File: config.mk
export PLATFORM = sky130hd
export DESIGN_NAME = audio_sdm_flat
export DESIGN_NICKNAME = d
export VERILOG_FILES = /design/src/rtl/sdr_audio_pkg.sv /design/src/rtl/audio_sdm_if.sv /design/src/rtl/sfifo.sv /design/src/rtl/audio_sdm.sv /design/src/flat_wrapper.sv
export SDC_FILE = /design/constraint.sdc
export NUM_CORES = 1
export LEC_CHECK = 0
export BUFFER_PORTS_ARGS = -buffer_cell sky130_fd_sc_hd__buf_2
export CAP_MARGIN = 20
export CORE_MARGIN = 3
export CORE_UTILIZATION = 30
export DETAILED_ROUTE_END_ITERATION = 6
export GPL_TIMING_DRIVEN = 0
export SYNTH_ARGS = -nofsm -noshare
export SYNTH_HDL_FRONTEND = slang
export SYNTH_SLANG_ARGS = --single-unit
File: constraint.sdc
create_clock -name i_clk -period 11 [get_ports i_clk]
set_input_delay 1.65 -clock i_clk [delete_from_list [all_inputs] [get_ports i_clk]]
set_output_delay 1.65 -clock i_clk [all_outputs]
set_load 0.005 [all_outputs]
File: src/rtl/sdr_audio_pkg.sv
// Shared types and default widths for the audio sigma-delta output path.
package sdr_audio_pkg;

  localparam int DEF_IW              = 16;
  localparam int DEF_LGFIFO          = 3;
  localparam int DEF_CLKS_PER_SAMPLE = 750;
  localparam int DEF_GAIN_BITS       = 8;

  typedef enum logic [1:0] {
    MUTED     = 2'd0,
    RAMP_UP   = 2'd1,
    RUN       = 2'd2,
    RAMP_DOWN = 2'd3
  } audio_state_t;

endpackage

File: src/rtl/audio_sdm_if.sv
// Baseband sample stream from the FM demodulator into the audio modulator (no backpressure).
interface audio_sdm_if
  import sdr_audio_pkg::*;
#(
  parameter int IW = DEF_IW
) ();

  logic          i_ce;
  logic [IW-1:0] i_sample;

  modport master (output i_ce, output i_sample);
  modport slave  (input  i_ce, input  i_sample);

endinterface

File: src/rtl/sfifo.sv
// Synchronous FIFO, first-word fall-through; a read on a full FIFO frees room for a same-cycle write.
module sfifo #(
  parameter int BW     = 16,
  parameter int LGFLEN = 3
) (
  input  logic          i_clk,
  input  logic          i_reset_n,
  input  logic          i_wr,
  input  logic [BW-1:0] i_data,
  input  logic          i_rd,
  output logic [BW-1:0] o_data,
  output logic          o_full,
  output logic          o_empty
);

  logic [BW-1:0]   mem [2**LGFLEN];
  logic [LGFLEN:0] wr_ptr;
  logic [LGFLEN:0] rd_ptr;
  logic            rd_en;
  logic            wr_en;

  assign rd_en = i_rd && !o_empty;
  assign wr_en = i_wr && (!o_full || rd_en);

  assign o_empty = (wr_ptr == rd_ptr);
  assign o_full  = (wr_ptr[LGFLEN] != rd_ptr[LGFLEN]) &&
                   (wr_ptr[LGFLEN-1:0] == rd_ptr[LGFLEN-1:0]);
  assign o_data  = mem[rd_ptr[LGFLEN-1:0]];

  always_ff @(posedge i_clk or negedge i_reset_n) begin
    if (!i_reset_n) begin
      wr_ptr <= '0;
      rd_ptr <= '0;
    end else begin
      if (wr_en) wr_ptr <= wr_ptr + 1'b1;
      if (rd_en) rd_ptr <= rd_ptr + 1'b1;
    end
  end

  always_ff @(posedge i_clk) begin
    if (wr_en) mem[wr_ptr[LGFLEN-1:0]] <= i_data;
  end

endmodule

File: src/rtl/audio_sdm.sv
// First-order sigma-delta audio DAC with sample FIFO and soft-mute gain ramp.
// Define AUDIO_SDM_DITHER_EN to add LFSR dither as the accumulator carry-in.
//
// state     | meaning
// ----------|-------------------------------------------------
// MUTED     | gain 0, scaled sample forced 0, 50% bitstream
// RAMP_UP   | gain +1 per sample tick towards unity
// RUN       | unity gain, samples pass through
// RAMP_DOWN | gain -1 per sample tick towards 0
module audio_sdm
  import sdr_audio_pkg::*;
#(
  parameter int IW              = DEF_IW,
  parameter int LGFIFO          = DEF_LGFIFO,
  parameter int CLKS_PER_SAMPLE = DEF_CLKS_PER_SAMPLE,
  parameter int GAIN_BITS       = DEF_GAIN_BITS
) (
  input  logic        i_clk,
  input  logic        i_reset_n,
  input  logic        i_en,
  audio_sdm_if.slave  s_in,
  input  logic        i_clr_err,
  output logic        o_pwm,
  output logic        o_overflow,
  output logic        o_underflow,
  output logic        o_muted
);

  localparam int CW = (CLKS_PER_SAMPLE > 1) ? $clog2(CLKS_PER_SAMPLE) : 1;
  localparam logic [CW-1:0]        TICK_LAST = CW'(CLKS_PER_SAMPLE - 1);
  localparam logic [GAIN_BITS:0]   GAIN_MAX  = {1'b1, {GAIN_BITS{1'b0}}};

  logic [CW-1:0]                 tick_cnt;
  logic                          tick;
  logic                          tick_d;
  logic                          fifo_full;
  logic                          fifo_empty;
  logic [IW-1:0]                 fifo_dout;
  logic                          ovf_evt;
  logic                          unf_evt;
  logic signed [IW-1:0]          hold;
  logic [GAIN_BITS:0]            gain;
  logic [GAIN_BITS:0]            gain_nxt;
  audio_state_t                  state;
  audio_state_t                  state_nxt;
  logic signed [IW+GAIN_BITS-1:0] prod;
  logic [IW-1:0]                 scaled;
  logic [IW-1:0]                 acc;
  logic [IW:0]                   sum;
  logic                          cin;

  assign tick = (tick_cnt == TICK_LAST);

  sfifo #(
    .BW     (IW),
    .LGFLEN (LGFIFO)
  ) u_fifo (
    .i_clk     (i_clk),
    .i_reset_n (i_reset_n),
    .i_wr      (s_in.i_ce),
    .i_data    (s_in.i_sample),
    .i_rd      (tick),
    .o_data    (fifo_dout),
    .o_full    (fifo_full),
    .o_empty   (fifo_empty)
  );

  // A full FIFO still accepts the write when the tick pops in the same cycle.
  assign ovf_evt = s_in.i_ce && fifo_full && !tick;
  assign unf_evt = tick && fifo_empty && (state != MUTED);

  always_ff @(posedge i_clk or negedge i_reset_n) begin
    if (!i_reset_n) begin
      state <= MUTED;
      gain  <= '0;
    end else begin
      state <= state_nxt;
      gain  <= gain_nxt;
    end
  end

  always_comb begin
    state_nxt = state;
    gain_nxt  = gain;
    case (state)
      MUTED: begin
        if (i_en) state_nxt = RAMP_UP;
      end
      RAMP_UP: begin
        if (tick && (gain != GAIN_MAX)) gain_nxt = gain + 1'b1;
        if (!i_en)                 state_nxt = RAMP_DOWN;
        else if (gain == GAIN_MAX) state_nxt = RUN;
      end
      RUN: begin
        if (!i_en) state_nxt = RAMP_DOWN;
      end
      RAMP_DOWN: begin
        if (tick && (gain != '0)) gain_nxt = gain - 1'b1;
        if (i_en)              state_nxt = RAMP_UP;
        else if (gain == '0)   state_nxt = MUTED;
      end
      default: state_nxt = MUTED;
    endcase
  end

  // Product cannot exceed IW+GAIN_BITS signed bits because gain <= 2^GAIN_BITS.
  assign prod = hold * $signed({1'b0, gain});

  always_ff @(posedge i_clk or negedge i_reset_n) begin
    if (!i_reset_n) begin
      tick_cnt <= '0;
      tick_d   <= 1'b0;
      hold     <= '0;
      scaled   <= '0;
    end else begin
      tick_cnt <= tick ? '0 : tick_cnt + 1'b1;
      tick_d   <= tick;
      if (tick && !fifo_empty) hold <= fifo_dout;
      if (state == MUTED)      scaled <= '0;
      else if (tick_d)         scaled <= IW'(prod >>> GAIN_BITS);
    end
  end

`ifdef AUDIO_SDM_DITHER_EN
  logic [15:0] lfsr;

  always_ff @(posedge i_clk or negedge i_reset_n) begin
    if (!i_reset_n) lfsr <= 16'h0001;
    else            lfsr <= {lfsr[0] ^ lfsr[2] ^ lfsr[3] ^ lfsr[5], lfsr[15:1]};
  end

  assign cin = lfsr[0];
`else
  assign cin = 1'b0;
`endif

  // Offset-binary input: signed zero sits at mid-scale, giving 50% density.
  assign sum = {1'b0, acc} + {1'b0, ~scaled[IW-1], scaled[IW-2:0]} + {{IW{1'b0}}, cin};

  always_ff @(posedge i_clk or negedge i_reset_n) begin
    if (!i_reset_n) begin
      acc         <= '0;
      o_pwm       <= 1'b0;
      o_overflow  <= 1'b0;
      o_underflow <= 1'b0;
    end else begin
      acc   <= sum[IW-1:0];
      o_pwm <= sum[IW];
      if (ovf_evt)        o_overflow <= 1'b1;
      else if (i_clr_err) o_overflow <= 1'b0;
      if (unf_evt)        o_underflow <= 1'b1;
      else if (i_clr_err) o_underflow <= 1'b0;
    end
  end

  assign o_muted = (state == MUTED);

endmodule

File: src/flat_wrapper.sv
// flat-port wrapper written by rule: the top's interface ports become plain ports
module audio_sdm_flat import sdr_audio_pkg::*;
#(
  parameter int IW              = DEF_IW,
  parameter int LGFIFO          = DEF_LGFIFO,
  parameter int CLKS_PER_SAMPLE = DEF_CLKS_PER_SAMPLE,
  parameter int GAIN_BITS       = DEF_GAIN_BITS
)
  (i_clk, i_reset_n, i_en, i_clr_err, o_pwm, o_overflow, o_underflow, o_muted, s_in_i_ce, s_in_i_sample);
  audio_sdm_if #(.IW(IW)) s_in_i ();
  input  logic i_clk;
  input  logic i_reset_n;
  input  logic i_en;
  input  logic i_clr_err;
  output logic o_pwm;
  output logic o_overflow;
  output logic o_underflow;
  output logic o_muted;
  input wire logic [$bits(s_in_i.i_ce)-1:0] s_in_i_ce;
  input wire logic [$bits(s_in_i.i_sample)-1:0] s_in_i_sample;
  assign s_in_i.i_ce = s_in_i_ce;
  assign s_in_i.i_sample = s_in_i_sample;
  audio_sdm #(.IW(IW), .LGFIFO(LGFIFO), .CLKS_PER_SAMPLE(CLKS_PER_SAMPLE), .GAIN_BITS(GAIN_BITS)) u_core (.i_clk(i_clk), .i_reset_n(i_reset_n), .i_en(i_en), .s_in(s_in_i), .i_clr_err(i_clr_err), .o_pwm(o_pwm), .o_overflow(o_overflow), .o_underflow(o_underflow), .o_muted(o_muted));
endmodule
==> metrics.txt <==
GR Overflow Total 0; Most common cell on crit path fa_1; drt total wl 28600 microns; synth top area cells edfxtp_1 (28%), fa_1 (17%), dfrtp_1 (15%); kind of critical path reg2reg; die extent in y 221 microns; row cnt 78; RSZ-0062 raised after global routing no; TritonCTS buffer count 23; worst path bufs/invs 5; Post-synth EDFFs 128; nets 1459; clock buffer depth 3; pwr dens 126 nW/um^2; Core Util, Final 0.344; worst path arrival time 6.60 ns; Hold Fails Final Rpt 0; Post-Syn Nets 1399; post-layout worst setup margin 4.79 ns; pin count of the biggest net entering global routing 64; I/O Pins 25; Area Overhead vs Synth 13.1%; Post-CTS Hold Buffers 0; Max Slew Vio Count 0; core box area 45500 sq um; overall power 1.98 mW; Die X 221 microns; max incr delay on CP 0.56 ns; CTS HTree Levels 1; ys async rst share 0.388; Worst setup SP type flip-flop; Worst-path clk slew 0.06 ns; commonest cells in the netlist inv_1 (155), edfxtp_1 (128), nand2_1 (118); clock root buffer clkbuf_16; setup_tns 0 ns; area share of the largest cell type after synthesis 0.278; drt initial violations 385; crit-path cells clkbuf_1 > clkbuf_1 > nand2_1 > fa_1 > inv_1 > fa_1 > fa_1 > fa_1 > inv_1 > fa_1 > inv_1 > ha_1 > nand2_1 > nor3b_1 > nor4b_1 > o31a_1 > or4_4 > a211oi_1 > a211oi_2; Req. time, crit path 11.39 ns; Worst Hold Class reg2reg; Yosys Warn Count 0; CP max stage cell or4_4; count of final setup violators 0; skew final 0.00728 ns; Routed Antenna Nets 0; vias in the first global route 8989; synthesized instance count 1181; synth unique cells 61; number of port buffers 24; Fmax 0.161 GHz; Placer Congestion 0.828; outcome finished clean; Layout fillers 4536; CP top delay family adder cells; worst hold margin 0.488 ns; CP max FO 10; CP Capture Type flip-flop; Wirelength per Cell 15.4 microns; register bit total from synthesis 209; total clock sinks 209; Clock Latency Late Sink 0.53 ns; syn avg cell area 11.7 sq um; static leakage 6.80 nW; leading area contributor after synthesis edfxtp_1; Max VDD drop 0.131 mV; Worst-Margin Slew 0.993 ns; Relative slew margins 0.338; Initial Utilization 0.305; sequential element share of the synthesized area 0.424; via count 8509; Ant. Diodes 0; most frequent cell after synthesis inv_1; Die ar. 48800 sq um; GRT Util Overall 0.118; DRT Pass-1 Iters 4; antenna violations before repair 2; fraction of layout cells with a size suffix above 1 0.103; post-cts gate resize count 0; dpl ws 4.84 ns; period utilisation layout 0.565; first-pass GRT wire length 47400 microns; max_cap viols 0; Remaining DRCs 0; minimum clock period 6.21 ns; Post-CTS Setup Repair Bufs 0; ys flop type edfxtp_1; vias per cell 4.58; CTS tree yes; HPWL after DPL 21800 microns; Syn Std Cell Area 13800 sq um
## final timing paths
| path | slack [ns] | end | cells past startpoint | from |
|---|---|---|---|---|
| worst max-delay path | 4.79 | u_core.scaled[15] | 19 | u_core.gain[3] |
| worst max register to register | 4.79 | u_core.scaled[15] | 19 | u_core.gain[3] |
| max in group asynchronous | 9.33 | u_core.hold[3] | 2 | i_reset_n |
| worst min register to register | 0.49 | u_core.acc[0] | 1 | u_core.acc[0] |
| worst min-delay path | 0.49 | u_core.acc[0] | 1 | u_core.acc[0] |
| min in group asynchronous | 1.03 | u_core.acc[14] | 1 | i_reset_n |
## cell families (layout without fill, tap and decap cells)
family          after synthesis  after routing  synth area share
flops                       209            209             0.424
compound gates              140            140            0.0629
simple gates                318            318             0.111
fa+ha+maj                   197            197             0.241
buf+inv                     207            283            0.0575
xor+xnor                     56             56            0.0354
mux                          54             54            0.0681
## power by group
group | switching, mW | total (mW) | internal, mW
Clock | 0.318 | 0.778 | 0.460
Sequential | 0.0194 | 0.940 | 0.921
Combinational | 0.164 | 0.260 | 0.0966
Total | 0.502 | 1.98 | 1.48
## worst register-to-register path: stages, from the launching register on
cell      delay (ns)
dfrtp_1         0.34
clkbuf_1        0.42
clkbuf_1        0.42
nand2_1         0.14
fa_1            0.55
inv_1           0.05
fa_1            0.53
fa_1            0.44
fa_1            0.54
inv_1           0.05
fa_1            0.53
inv_1           0.04
ha_1            0.38
nand2_1         0.19
nor3b_1         0.26
nor4b_1         0.09
o31a_1          0.15
or4_4           0.56
a211oi_1        0.31
a211oi_2        0.06
## sequential cells by signal (all words and copies together) (netlist names), 2 cells and up
| register | flops |
|---|---|
| u_core.state | 2 |
| u_core.hold | 16 |
| u_core.tick_cnt | 10 |
| u_core.u_fifo.mem | 128 |
| u_core.acc | 16 |
| u_core.scaled | 16 |
| u_core.u_fifo.wr_ptr | 4 |
| u_core.gain | 9 |
| u_core.u_fifo.rd_ptr | 4 |
## layout make-up
type                       count  area [sq um]  area share
timing repair buffer          35           267      0.0170
clock inverter                16           183      0.0117
inverter                     155           582      0.0371
sequential                   209          5870       0.375
buffer                        52           214      0.0137
multi-input combinational    765          7210       0.461
clock buffer                  25           583      0.0372
tap                          600           751      0.0479
## stage by stage
| stage | instances | area, sq um |
|---|---|---|
| after floorplan | 1181 | 13800 |
| after global placement | 1805 | 14700 |
| after detailed placement | 1816 | 14900 |
| after CTS | 1857 | 15700 |
| after global routing | 1857 | 15700 |
| final | 1857 | 15700 |
## metal layers
metal  share of wire  track usage  up-vias  routed length, microns
met4           0.021       0.0268        4                     589
met5         0.00095            0        -                      27
li1                -            -     4085                       -
met1            0.45        0.157     4241                   12900
met2            0.49        0.205      141                   14000
met3           0.039       0.0182       38                    1110
## cells in the final DEF (no fill, tap or decap), drive strengths merged, types with 4 or more instances in the layout
| cell type | Yosys | final |
|---|---|---|
| a211oi | 4 | 4 |
| a21o | 17 | 17 |
| a21oi | 48 | 48 |
| a31oi | 6 | 6 |
| and2 | 71 | 71 |
| buf | 11 | 46 |
| clkbuf | 41 | 66 |
| clkinv | 0 | 7 |
| dfrtp | 81 | 81 |
| edfxtp | 128 | 128 |
| fa | 116 | 116 |
| ha | 81 | 81 |
| inv | 155 | 159 |
| mux2i | 20 | 20 |
| mux4 | 32 | 32 |
| nand2 | 118 | 118 |
| nand2b | 8 | 8 |
| nand3 | 11 | 11 |
| nand4 | 9 | 9 |
| nor2 | 57 | 57 |
| nor2b | 7 | 7 |
| nor3 | 20 | 20 |
| nor4 | 7 | 7 |
| o211ai | 4 | 4 |
| o21ai | 34 | 34 |
| xnor2 | 36 | 36 |
| xor2 | 20 | 20 |
Power figures use the tool's default switching activity.
